### config.mk
export PLATFORM = sky130hd
export DESIGN_NAME = fetch_top
export DESIGN_NICKNAME = d
export VERILOG_FILES = /design/src/rtl/fetch_top.sv
export SDC_FILE = /design/constraint.sdc
export NUM_CORES = 1
export LEC_CHECK = 0
export BUFFER_PORTS_ARGS = -buffer_cell sky130_fd_sc_hd__buf_2
export CAP_MARGIN = 5
export CELL_PAD_IN_SITES_DETAIL_PLACEMENT = 2
export CELL_PAD_IN_SITES_GLOBAL_PLACEMENT = 2
export CORE_MARGIN = 3
export CORE_UTILIZATION = 34
export CTS_CLUSTER_SIZE = 30
export DETAILED_ROUTE_END_ITERATION = 12
export GPL_TIMING_DRIVEN = 1
export PLACE_DENSITY = 0.83
export SYNTH_ARGS = -nofsm -noshare
export SYNTH_HDL_FRONTEND = slang
export SYNTH_SLANG_ARGS = --single-unit
### constraint.sdc
create_clock -name clk -period 8.4 [get_ports clk]
set_clock_uncertainty 0.05 [all_clocks]
set_input_delay 0.84 -clock clk [delete_from_list [all_inputs] [get_ports clk]]
set_output_delay 0.84 -clock clk [all_outputs]
set_load 0.01 [all_outputs]
### src/rtl/fetch_top.sv
// Fetch stage: owns the fetch PC, requests words over req/ack, and registers
// {pc, instruction, valid} into decode with a one-entry skid buffer for stalls.
module fetch_top #(
  parameter int ADDR_SIZE  = 32,
  parameter int INSTR_SIZE = 32,
  parameter logic [ADDR_SIZE-1:0] RESET_PC = 32'h00001000
) (
  input  logic                  clk,
  input  logic                  reset,
  input  logic                  stall,
  input  logic                  is_jump,
  input  logic [ADDR_SIZE-1:0]  jump_addr,
  input  logic                  branch_taken,
  input  logic [ADDR_SIZE-1:0]  branch_addr,
  output logic                  imem_req,
  output logic [ADDR_SIZE-1:0]  imem_addr,
  input  logic                  imem_ack,
  input  logic [INSTR_SIZE-1:0] imem_data,
  output logic [ADDR_SIZE-1:0]  out_pc,
  output logic [INSTR_SIZE-1:0] out_instruction,
  output logic                  out_valid
);

  typedef enum logic [1:0] {IDLE, RUN, DRAIN, HOLD} state_t;

  typedef struct packed {
    logic [ADDR_SIZE-1:0]  pc;
    logic [INSTR_SIZE-1:0] instr;
  } entry_t;

  state_t               state;
  logic [ADDR_SIZE-1:0] req_addr;
  logic [ADDR_SIZE-1:0] tgt_reg;
  entry_t               skid;

  logic                 redirect;
  logic [ADDR_SIZE-1:0] target;
  logic [ADDR_SIZE-1:0] next_addr;

  // Redirects during a stall are dropped; decode re-presents the jump later.
  assign redirect  = (branch_taken | is_jump) & ~stall;
  assign target    = branch_taken ? branch_addr : jump_addr;
  assign next_addr = req_addr + ADDR_SIZE'(4);

  assign imem_req  = (state == RUN) || (state == DRAIN);
  assign imem_addr = req_addr;

  always_ff @(posedge clk or posedge reset) begin
    if (reset) begin
      state           <= IDLE;
      req_addr        <= RESET_PC;
      tgt_reg         <= '0;
      skid            <= '0;
      out_pc          <= '0;
      out_instruction <= '0;
      out_valid       <= 1'b0;
    end else begin
      case (state)
        IDLE: state <= RUN;

        RUN: begin
          if (redirect) begin
            out_valid <= 1'b0;
            if (imem_ack) begin
              req_addr <= target;
            end else begin
              // Request must stay stable until acked; park the target.
              tgt_reg <= target;
              state   <= DRAIN;
            end
          end else if (imem_ack) begin
            req_addr <= next_addr;
            if (!stall) begin
              out_pc          <= req_addr;
              out_instruction <= imem_data;
              out_valid       <= 1'b1;
            end else begin
              skid  <= '{pc: req_addr, instr: imem_data};
              state <= HOLD;
            end
          end else if (!stall) begin
            out_valid <= 1'b0;
          end
        end

        DRAIN: begin
          if (redirect) tgt_reg <= target;
          if (imem_ack) begin
            req_addr <= redirect ? target : tgt_reg;
            state    <= RUN;
          end
          if (!stall) out_valid <= 1'b0;
        end

        HOLD: begin
          if (!stall) begin
            state <= RUN;
            if (redirect) begin
              req_addr  <= target;
              out_valid <= 1'b0;
            end else begin
              out_pc          <= skid.pc;
              out_instruction <= skid.instr;
              out_valid       <= 1'b1;
            end
          end
        end

        default: state <= IDLE;
      endcase
    end
  end

endmodule
* Word level (Yosys, flattened, before mapping)
Cells that the tools add are included.
Widths: inputs -> output; s select.
** Cells by class
- Add/subtract/negate cells :: 1
- Equal/unequal tests :: 16
- Multiplexer cells :: 38
- Bitwise logic cells :: 4
- Reductions and logical operators :: 11
** Operators by type and width (number)
- $mux 32 :: 20
- $pmux 32 s2 :: 3
- $pmux 32 s3 :: 1
- $add 32x3->32 const B :: 1
- $ne 2x2->1 const B :: 9
- $mux 2 :: 6
- $reduce_and 5->1 :: 2
- $ne 3x3->1 const B :: 3
- $pmux 2 s4 :: 1
- $mux 1 :: 6
- $reduce_and 3->1 :: 2
- $reduce_and 6->1 :: 1
- $eq 2x2->1 const B :: 2
- $ne 4x4->1 const B :: 1
- $reduce_and 4->1 :: 1
- $reduce_bool 2->1 :: 2
- $pmux 1 s3 :: 1
- $reduce_bool 3->1 :: 1
- $eq 2x1->1 const B :: 1
- $logic_not 2->1 :: 1
- $not 1->1 :: 2
- $and 1x1->1 :: 1
- $logic_or 1x1->1 :: 1
- $or 1x1->1 :: 1
** Word-level totals
- Bits in registers :: 195
- Bits of input ports :: 102
- Output and inout port bits :: 98

* Logic depth before layout (Yosys ltp)
Gate-level depths: netlist (run 1).
- Word-level depth :: 5
- Depth in mapped cells :: 10

* Worst setup path after synthesis (run 1)
Ideal clock, no wire load.
- Path type :: input port to flip-flop
- Start point :: input branch_taken
- End point :: register req_addr[9] (netlist: imem_addr[9])
- Library setup time :: 0.121 ns
- Arrival time :: 2.239 ns
- Required time :: 8.229 ns
- Path slack :: 5.990 ns
- Stages :: 7
- Path buffers :: 2
- Cells stage by stage :: clkbuf_1 -> o21ba_2 -> buf_2 -> nor2_1 -> nor2_1 -> a211o_1 -> a22o_1
** On the way
- Word-level cells in the longest chain between the ends :: 5
** RTL lines
- start: declaration :: RTL line 13 : input logic branch_taken,
- $or 1x1->1 :: RTL line 41 : assign redirect = (branch_taken | is_jump) & ~stall;
- $and 1x1->1 :: RTL line 41
- $mux 32 :: RTL line 98 : if (redirect) begin
- $mux 32 :: RTL line 88 : if (imem_ack) begin
- $pmux 32 s3 :: RTL line 58 : case (state)
- end signal: assignment :: RTL line 65 : req_addr <= target;
- end signal: assignment :: RTL line 89 : req_addr <= redirect ? target : tgt_reg;
- end signal: assignment :: RTL line 99 : req_addr <= target;
- end: declaration :: RTL line 32 : logic [ADDR_SIZE-1:0] req_addr;
Parallel ways exist; a longest one is shown, timed or not. The select of a mux whose other input is x is not followed.
A chain may end at the register's enable or synchronous reset.

* Worst setup path after layout (run 1)
- Start point :: register state[1]
- End point :: register out_instruction[23]
** On the way
- Word-level cells in the longest chain between the ends :: 3
** RTL lines
- start: declaration :: RTL line 31 : state_t state;
- start signal: assignment :: RTL line 50 : state <= IDLE;
- start signal: assignment :: RTL line 59 : IDLE: state <= RUN;
- start signal: assignment :: RTL line 69 : state <= DRAIN;
- $eq 2x2->1 / $eq 2x1->1 (equally long branches) :: RTL line 58
- $ne 2x2->1 (no source line) / $reduce_bool 2->1 (equally long branches)
- $reduce_and 6->1 (no source line)
- end signal: assignment :: RTL line 75 : out_instruction <= imem_data;
- end signal: assignment :: RTL line 103 : out_instruction <= skid.instr;
- end: declaration :: RTL line 20 : output logic [INSTR_SIZE-1:0] out_instruction,
Parallel ways exist; a longest one is shown, timed or not.

==> reports/qor.yml, run 1 <==
final_layout:
  antenna_cells: 0
  largest-register: "skid"
  largest_reg_flops: 64
  nNetsFinal: 1176
  fin_area_mm2: 0.0114
  seqCellArea_mm2: 0.00488
  nFillCells: 2944
  drive_above_1_share_pct: 29.9
  fin_cells: 1454
  multi_input_comb_area_mm2: 0.00429
  areaGrowthSynthToFinish_pct: 20.2
synth:
  synth_top_cell_by_area: "dfrtp_1"
  syn_area_mm2: 0.00945
  synth-edff-count: 0
  syn_inst: 911
  synth.distinct_cells: 58
  synth_nets: 1018
  synth_seq_area_share_pct: 51.6
  avgSynthCellArea_um2: 10.4
  synth_area_leaders: "dfrtp_1, mux2i_1, mux2_2"
  ys_async_sr_fraction_pct: 100
  ys_warn_count: 0
  yosys_most_used_dff: "dfrtp_1"
  ys_ff_latch: 195
  yosys.area.top_type_share_pct: 51.4
timing:
  rsz0062_at_grt: "no"
  drv_slew: 0
  tightest_slew_ns: 1.05
  final.setup.tns_ns: 0
  fin_crit_ns: 3.20
  hold_viol: 0
  relSlewSlack_pct: 29.1
  setup_viol: 0
  max_freq_mhz: 312
  finalCritPeriodShare_pct: 38.1
detailed_routing:
  route.final.wire_length_um: 28800
  drc: 0
  via_per_inst: 5.31
  vias: 7716
  final_antenna_net_count: 0
  dr.pass1.iters: 4
  routedWlPerCell_um: 19.8
  drtIter0Drc: 362
grt:
  grt_pass1_wl_um: 47100
  grt_start_max_net_pins: 137
  overflow: 0
  grt_use_met2_pct: 32.3
  grt_use_total_pct: 19.4
  grt_pass1_vias: 8327
  antenna_found_initial: 0
  grtUsageMet3_pct: 3.49
  use_met1_pct: 26.9
  busiest_layer: "met2"
clocking:
  clk_latency_ns: 0.43
  post_cts_resized: 0
  hold_buffers: 0
  cts_buffers: 17
  cts_tree: "yes"
  numClockSinks: 195
  cts.clk_slew.worst_paths_ns: 0.08
  cts_max_level: 4
  clockRootBuffer: "clkbuf_16"
  clk_path_buf_depth: 2
  cts_setup_buffers: 0
power_and_ir_drop:
  powerDensity_mw_per_mm2: 402
  p_leak_uw: 0.00500
  vdd_drop_max_uv: 157
  power_uw: 4560
floorplanning:
  top_level_ports: 200
  core-area_mm2: 0.0271
  die_w_um: 173
  rows: 60
  initial_core_util_pct: 34.9
  dieArea_mm2: 0.0298
  die_y_um: 173
run_status:
  status: "completed"
placement:
  placed_cells: 1422
  gp_congestion: 0.752
  hpwl_um: 20200
  dpl_cell_area_mm2: 0.0108
  port_buffers: 199
worst_setup_path:
  cp_max_fo: 95
  path_class: "flop to flop"
  cp.required_ns: 8.69
  path_delay_family: "buffers and inverters"
  cp.arrival_ns: 3.49
  cpPeakStageDelay_ns: 0.80
  path_buf_inv: 2
  cp-start-kind: "flop"
  cp_cell_sequence: "ha_4 > mux2i_1 > nor4_2 > buf_4 > buf_4 > nor2_1 > a21oi_1"
  slowest_stage: "buf_4"
  path_common_cell: "buf_4"
  worst_setup_path_end_kind: "flop"
worst_hold_path:
  min_path_type: "flop to flop"
flow_run:
  drv_cap: 0
==> per-layer routing <==
layer | wire (um) | part of all wire (%)
met5 | 0 | 0
met4 | 180 | 0.63
met3 | 1290 | 4.5
met2 | 14100 | 49
met1 | 13300 | 46
==> cell type report <==
cell class / instances / share of cell area, %
clock inverters: 14 / 1.47
inverters: 10 / 0.397
well taps: 372 / 4.10
flip-flops and latches: 195 / 43.0
clock buffers: 18 / 3.87
multi-input cells: 636 / 37.8
repair buffers: 209 / 9.43
==> cells in the mapped netlist (7+ instances only) <==
library cell / count
mux2i_1: 99
nand3_1: 13
nand2_1: 36
a211oi_1: 11
o21ai_0: 35
mux2_2: 64
buf_1: 9
dfrtp_1: 194
nor3_1: 9
o32a_1: 7
buf_2: 17
inv_1: 10
a31oi_1: 10
a21oi_1: 140
nor2_1: 125
clkbuf_1: 42
==> where the power goes <==
group / switching [uW] / internal [uW] / leakage (uW)
Clock: 394 / 457 / 0.000282
Combinational: 1080 / 819 / 0.00246
Sequential: 401 / 1410 / 0.00226
Total: 1870 / 2690 / 0.00500
==> cell families after synthesis <==
group / share of synthesized area (%)
multiplexers: 18.1
flip-flops: 51.6
AO/OA/AOI/OAI: 15.6
adder cells (fa/ha/maj): 0.662
buffers and inverters: 3.43
AND/OR/NAND/NOR: 10.5
==> worst register-to-register path, cell delays in order (launching register included) <==
cell and delay [ns]:
dfrtp_1 0.46, ha_4 0.65, mux2i_1 0.19, nor4_2 0.19, buf_4 0.39, buf_4 0.81, nor2_1 0.16, a21oi_1 0.21
==> per-stage QoR <==
| stage | hold slack [ns] | util, % | setup WS, ns |
|---|---|---|---|
| after floorplan | 0.400 | - | 2.20 |
| after CTS | 0.446 | 41.9 | 5.15 |
| after detailed placement | 0.431 | 39.7 | 4.70 |
| after global placement | 0.411 | 39.7 | 4.81 |
| final | 0.439 | 41.9 | 5.20 |
| after global routing | 0.472 | 41.9 | 4.87 |
==> layout by cell type, fill, tap and decap left out, drive strengths merged, types with 3 or more instances in the layout <==
cell	n
o32a	7
nor3	10
a22o	5
inv	16
a2bb2oi	4
or3	3
nand2	36
a221oi	3
nor4	6
buf	209
nand4	5
mux2	64
a31oi	10
o21ai	35
and3	5
o22ai	4
o21a	4
ha	5
nand2b	5
dfrtp	194
clkbuf	18
mux2i	99
nor2	125
and2	5
o2bb2ai	3
a21oi	140
a211oi	12
clkinvlp	5
nand3	13
==> worst paths after layout <==
check	from	endpoint	slack, ns	depth (start not counted)
setup / recovery	state[1]$_DFFE_PP0P_	out_instruction[23]$_DFFE_PP0P_	5.20	7
hold / removal	skid[49]$_DFFE_PP0P_	skid[49]$_DFFE_PP0P_	0.44	2
setup reg to reg	state[1]$_DFFE_PP0P_	out_instruction[23]$_DFFE_PP0P_	5.20	7
hold reg to reg	skid[49]$_DFFE_PP0P_	skid[49]$_DFFE_PP0P_	0.44	2
max in group asynchronous	reset	skid[11]$_DFFE_PP0P_	6.33	3
min in group asynchronous	reset	out_instruction[7]$_DFFE_PP0P_	0.54	2
Note: power is estimated with default switching activity, not from simulation.
==> run 2: changes to the inputs <==
--- a/config.mk
+++ b/config.mk
@@ -10,11 +10,11 @@
 export CELL_PAD_IN_SITES_DETAIL_PLACEMENT = 2
 export CELL_PAD_IN_SITES_GLOBAL_PLACEMENT = 2
 export CORE_MARGIN = 3
-export CORE_UTILIZATION = 34
+export CORE_UTILIZATION = 31
 export CTS_CLUSTER_SIZE = 30
 export DETAILED_ROUTE_END_ITERATION = 12
 export GPL_TIMING_DRIVEN = 1
-export PLACE_DENSITY = 0.83
+export PLACE_DENSITY = 0.8
 export SYNTH_ARGS = -nofsm -noshare
 export SYNTH_HDL_FRONTEND = slang
 export SYNTH_SLANG_ARGS = --single-unit
==> constraint.sdc (replaced) <==
create_clock -name clk -period 2.81 [get_ports clk]
set_clock_uncertainty 0.05 [all_clocks]
set_input_delay 0.281 -clock clk [delete_from_list [all_inputs] [get_ports clk]]
set_output_delay 0.281 -clock clk [all_outputs]
set_load 0.01 [all_outputs]
==> run 2 against run 1 <==
  * Die area grew 9.3%
  * Maximum frequency grew 31%
  * Highest routed layer unchanged
  * Count of clock-buffer cells in the layout shrank 1
  * Critical path depth grew 1
  * Combinational power grew to 3.1 times the previous value
  * Clock power grew to 2.9 times the previous value
  * Register-to-register slack lost 4.8 ns
  * Non-clock buffer count grew 17
  * Sequential cell count is the same
  * Largest power group unchanged
==> reports/qor.yml, run 2 (synthesis results as in run 1) <==
run_status:
  status: "completed"  # unchanged
timing:
  tightest_slew_ns: 1.17  # was 1.05 ns
  rsz0062_at_grt: "no"  # unchanged
  final.setup.tns_ns: 0  # unchanged
  drv_slew: 0  # unchanged
  fin_crit_ns: 2.44  # was 3.20 ns
  setup_viol: 0  # unchanged
  relSlewSlack_pct: 22.1  # was 29.1%
  max_freq_mhz: 410  # was 312 MHz
  hold_viol: 0  # unchanged
  finalCritPeriodShare_pct: 86.8  # was 38.1%
clocking:
  clk_latency_ns: 0.45  # was 0.43 ns
  clockRootBuffer: "clkbuf_16"  # unchanged
  cts_buffers: 17  # unchanged
  cts_setup_buffers: 0  # unchanged
  cts.clk_slew.worst_paths_ns: 0.09  # was 0.08 ns
  hold_buffers: 1  # was 0
  clk_path_buf_depth: 2  # unchanged
  cts_tree: "yes"  # unchanged
  post_cts_resized: 0  # unchanged
  cts_max_level: 4  # unchanged
  numClockSinks: 195  # unchanged
final_layout:
  nNetsFinal: 1193  # was 1176
  layout_commonest_cell: "buf_2"  # unchanged
  fin_area_mm2: 0.0115  # was 0.0114 mm2
  final_cell_mix: "buf_2, dfrtp_1, a21oi_1"  # unchanged
  largest-register: "skid"  # unchanged
  largest_reg_flops: 64  # unchanged
  utilization_pct: 38.6  # was 41.9%
  drive_above_1_share_pct: 30.8  # was 29.9%
  antenna_cells: 0  # unchanged
  fin_cells: 1489  # was 1454
  areaGrowthSynthToFinish_pct: 22.0  # was 20.2%
power_and_ir_drop:
  powerDensity_mw_per_mm2: 1190  # was 402 mW/mm2
  vdd_drop_max_uv: 492  # was 157 uV
  p_leak_uw: 0.00509  # was 0.00500 uW
  power_uw: 13700  # was 4560 uW
worst_setup_path:
  reg2reg_from: "state[0]$_DFFE_PP0P_"  # was state[1]$_DFFE_PP0P_
  path_buf_inv: 2  # unchanged
  cpPeakStageDelay_ns: 0.45  # was 0.80 ns
  path_common_cell: "o21ai_0"  # was buf_4
  path_delay_family: "compound AO/OA/AOI/OAI gates"  # was buffers and inverters
  cp-start-kind: "flop"  # unchanged
  cp_max_fo: 15  # was 95
  critPathLaunch: "state[0]$_DFFE_PP0P_"  # was state[1]$_DFFE_PP0P_
  worst_setup_path_end_kind: "flop"  # unchanged
  cp.arrival_ns: 2.70  # was 3.49 ns
  path_class: "flop to flop"  # unchanged
  cp_cell_sequence: "inv_1 > ha_1 > nor2_1 > o21ba_2 > nand2_1 > buf_4 > o21ai_0 > o21ai_0"  # was ha_4 > mux2i_1 > nor4_2 > buf_4 > buf_4 > nor2_1 > a21oi_1
  slowest_stage: "dfrtp_1"  # was buf_4
  cp.required_ns: 3.07  # was 8.69 ns
worst_hold_path:
  min_from: "imem_data[23]"  # was skid[49]$_DFFE_PP0P_
  min_path_type: "input pin to flop"  # was flop to flop
grt:
  grt_use_total_pct: 18.7  # was 19.4%
  antenna_found_initial: 0  # unchanged
  grt_start_max_net_pins: 129  # was 137
  busiest_layer: "met2"  # unchanged
  grtUsageMet3_pct: 3.35  # was 3.49%
  grt_pass1_wl_um: 49200  # was 47100 um
  use_met1_pct: 27.2  # was 26.9%
  grt_pass1_vias: 8384  # was 8327
  grt_use_met2_pct: 29.2  # was 32.3%
  overflow: 0  # unchanged
detailed_routing:
  via_per_inst: 5.24  # was 5.31
  routedWlPerCell_um: 20.1  # was 19.8 um
  dr.pass1.iters: 4  # unchanged
  final_antenna_net_count: 0  # unchanged
  drc: 0  # unchanged
  drtIter0Drc: 371  # was 362
  vias: 7799  # was 7716
  route.final.wire_length_um: 30000  # was 28800 um
floorplanning:
  die_w_um: 181  # was 173 um
  rows: 63  # was 60
  dieArea_mm2: 0.0326  # was 0.0298 mm2
  core-area_mm2: 0.0299  # was 0.0271 mm2
  die_y_um: 181  # was 173 um
  initial_core_util_pct: 31.6  # was 34.9%
  top_level_ports: 200  # unchanged
placement:
  port_buffers: 199  # unchanged
  placed_cells: 1456  # was 1422
  hpwl_um: 21700  # was 20200 um
  gp_congestion: 0.804  # was 0.752
  dpl_cell_area_mm2: 0.0109  # was 0.0108 mm2
flow_run:
  drv_cap: 0  # unchanged
==> run 2: cell count changes in the layout (fill, tap and decap cells not counted) <==
cell | previous run | this run
inv_12 | 0 | 1
inv_8 | 4 | 5
clkinv_4 | 1 | 3
clkinvlp_4 | 5 | 3
dlygate4sd3_1 | 0 | 1
clkbuf_8 | 1 | 0
bufinv_16 | 2 | 0
buf_4 | 10 | 22
clkinv_8 | 0 | 1
buf_12 | 0 | 4
==> run 2: path summary, 6_finish.rpt <==
path / slack [ns] / cells after the start / end
max in group asynchronous: 1.42 / 4 / out_instruction[27]$_DFFE_PP0P_
worst min register to register: 0.44 / 2 / skid[58]$_DFFE_PP0P_
min in group asynchronous: 0.37 / 3 / skid[8]$_DFFE_PP0P_
worst min-delay path: 0.04 / 2 / skid[23]$_DFFE_PP0P_
worst max register to register: 0.37 / 8 / imem_addr[10]$_DFFE_PP0P_
worst max-delay path: 0.37 / 8 / imem_addr[10]$_DFFE_PP0P_
==> run 2: where the power goes <==
group          internal [uW]  leakage, uW  total, uW  switching, uW
Combinational           2540      0.00255       5880           3340
Clock                   1200     0.000280       2450           1250
Sequential              4230      0.00226       5380           1150
==> run 2: final cells by class <==
type                            instances  area [um2]
Clock inverter                         15         156
Tap cell                              390         488
Clock buffer                           17         425
Multi-Input combinational cell        636        4290
Sequential cell                       195        4880
Timing Repair Buffer                  226        1250
Fill cell                            3222       18300
Inverter                               10        41.3
==> run 2: metrics by stage <==
stage | hold slack (ns) | setup WS [ns]
final | 0.0399 | 0.371
after global routing | 0.0123 | 0.172
after CTS | 0.00749 | 0.367
after detailed placement | 0.302 | 0.373
after global placement | 0.301 | 0.543
after floorplan | 0.382 | -0.0386
==> run 2: metal layers <==
| layer | share of wire (%) | wire length [um] | vias to the layer above |
|---|---|---|---|
| met5 | 0 | 0 | - |
| met4 | 1.3 | 399 | 0 |
| met1 | 48 | 14500 | 3959 |
| met3 | 4.3 | 1300 | 29 |
| li1 | - | - | 3616 |
| met2 | 46 | 13700 | 195 |
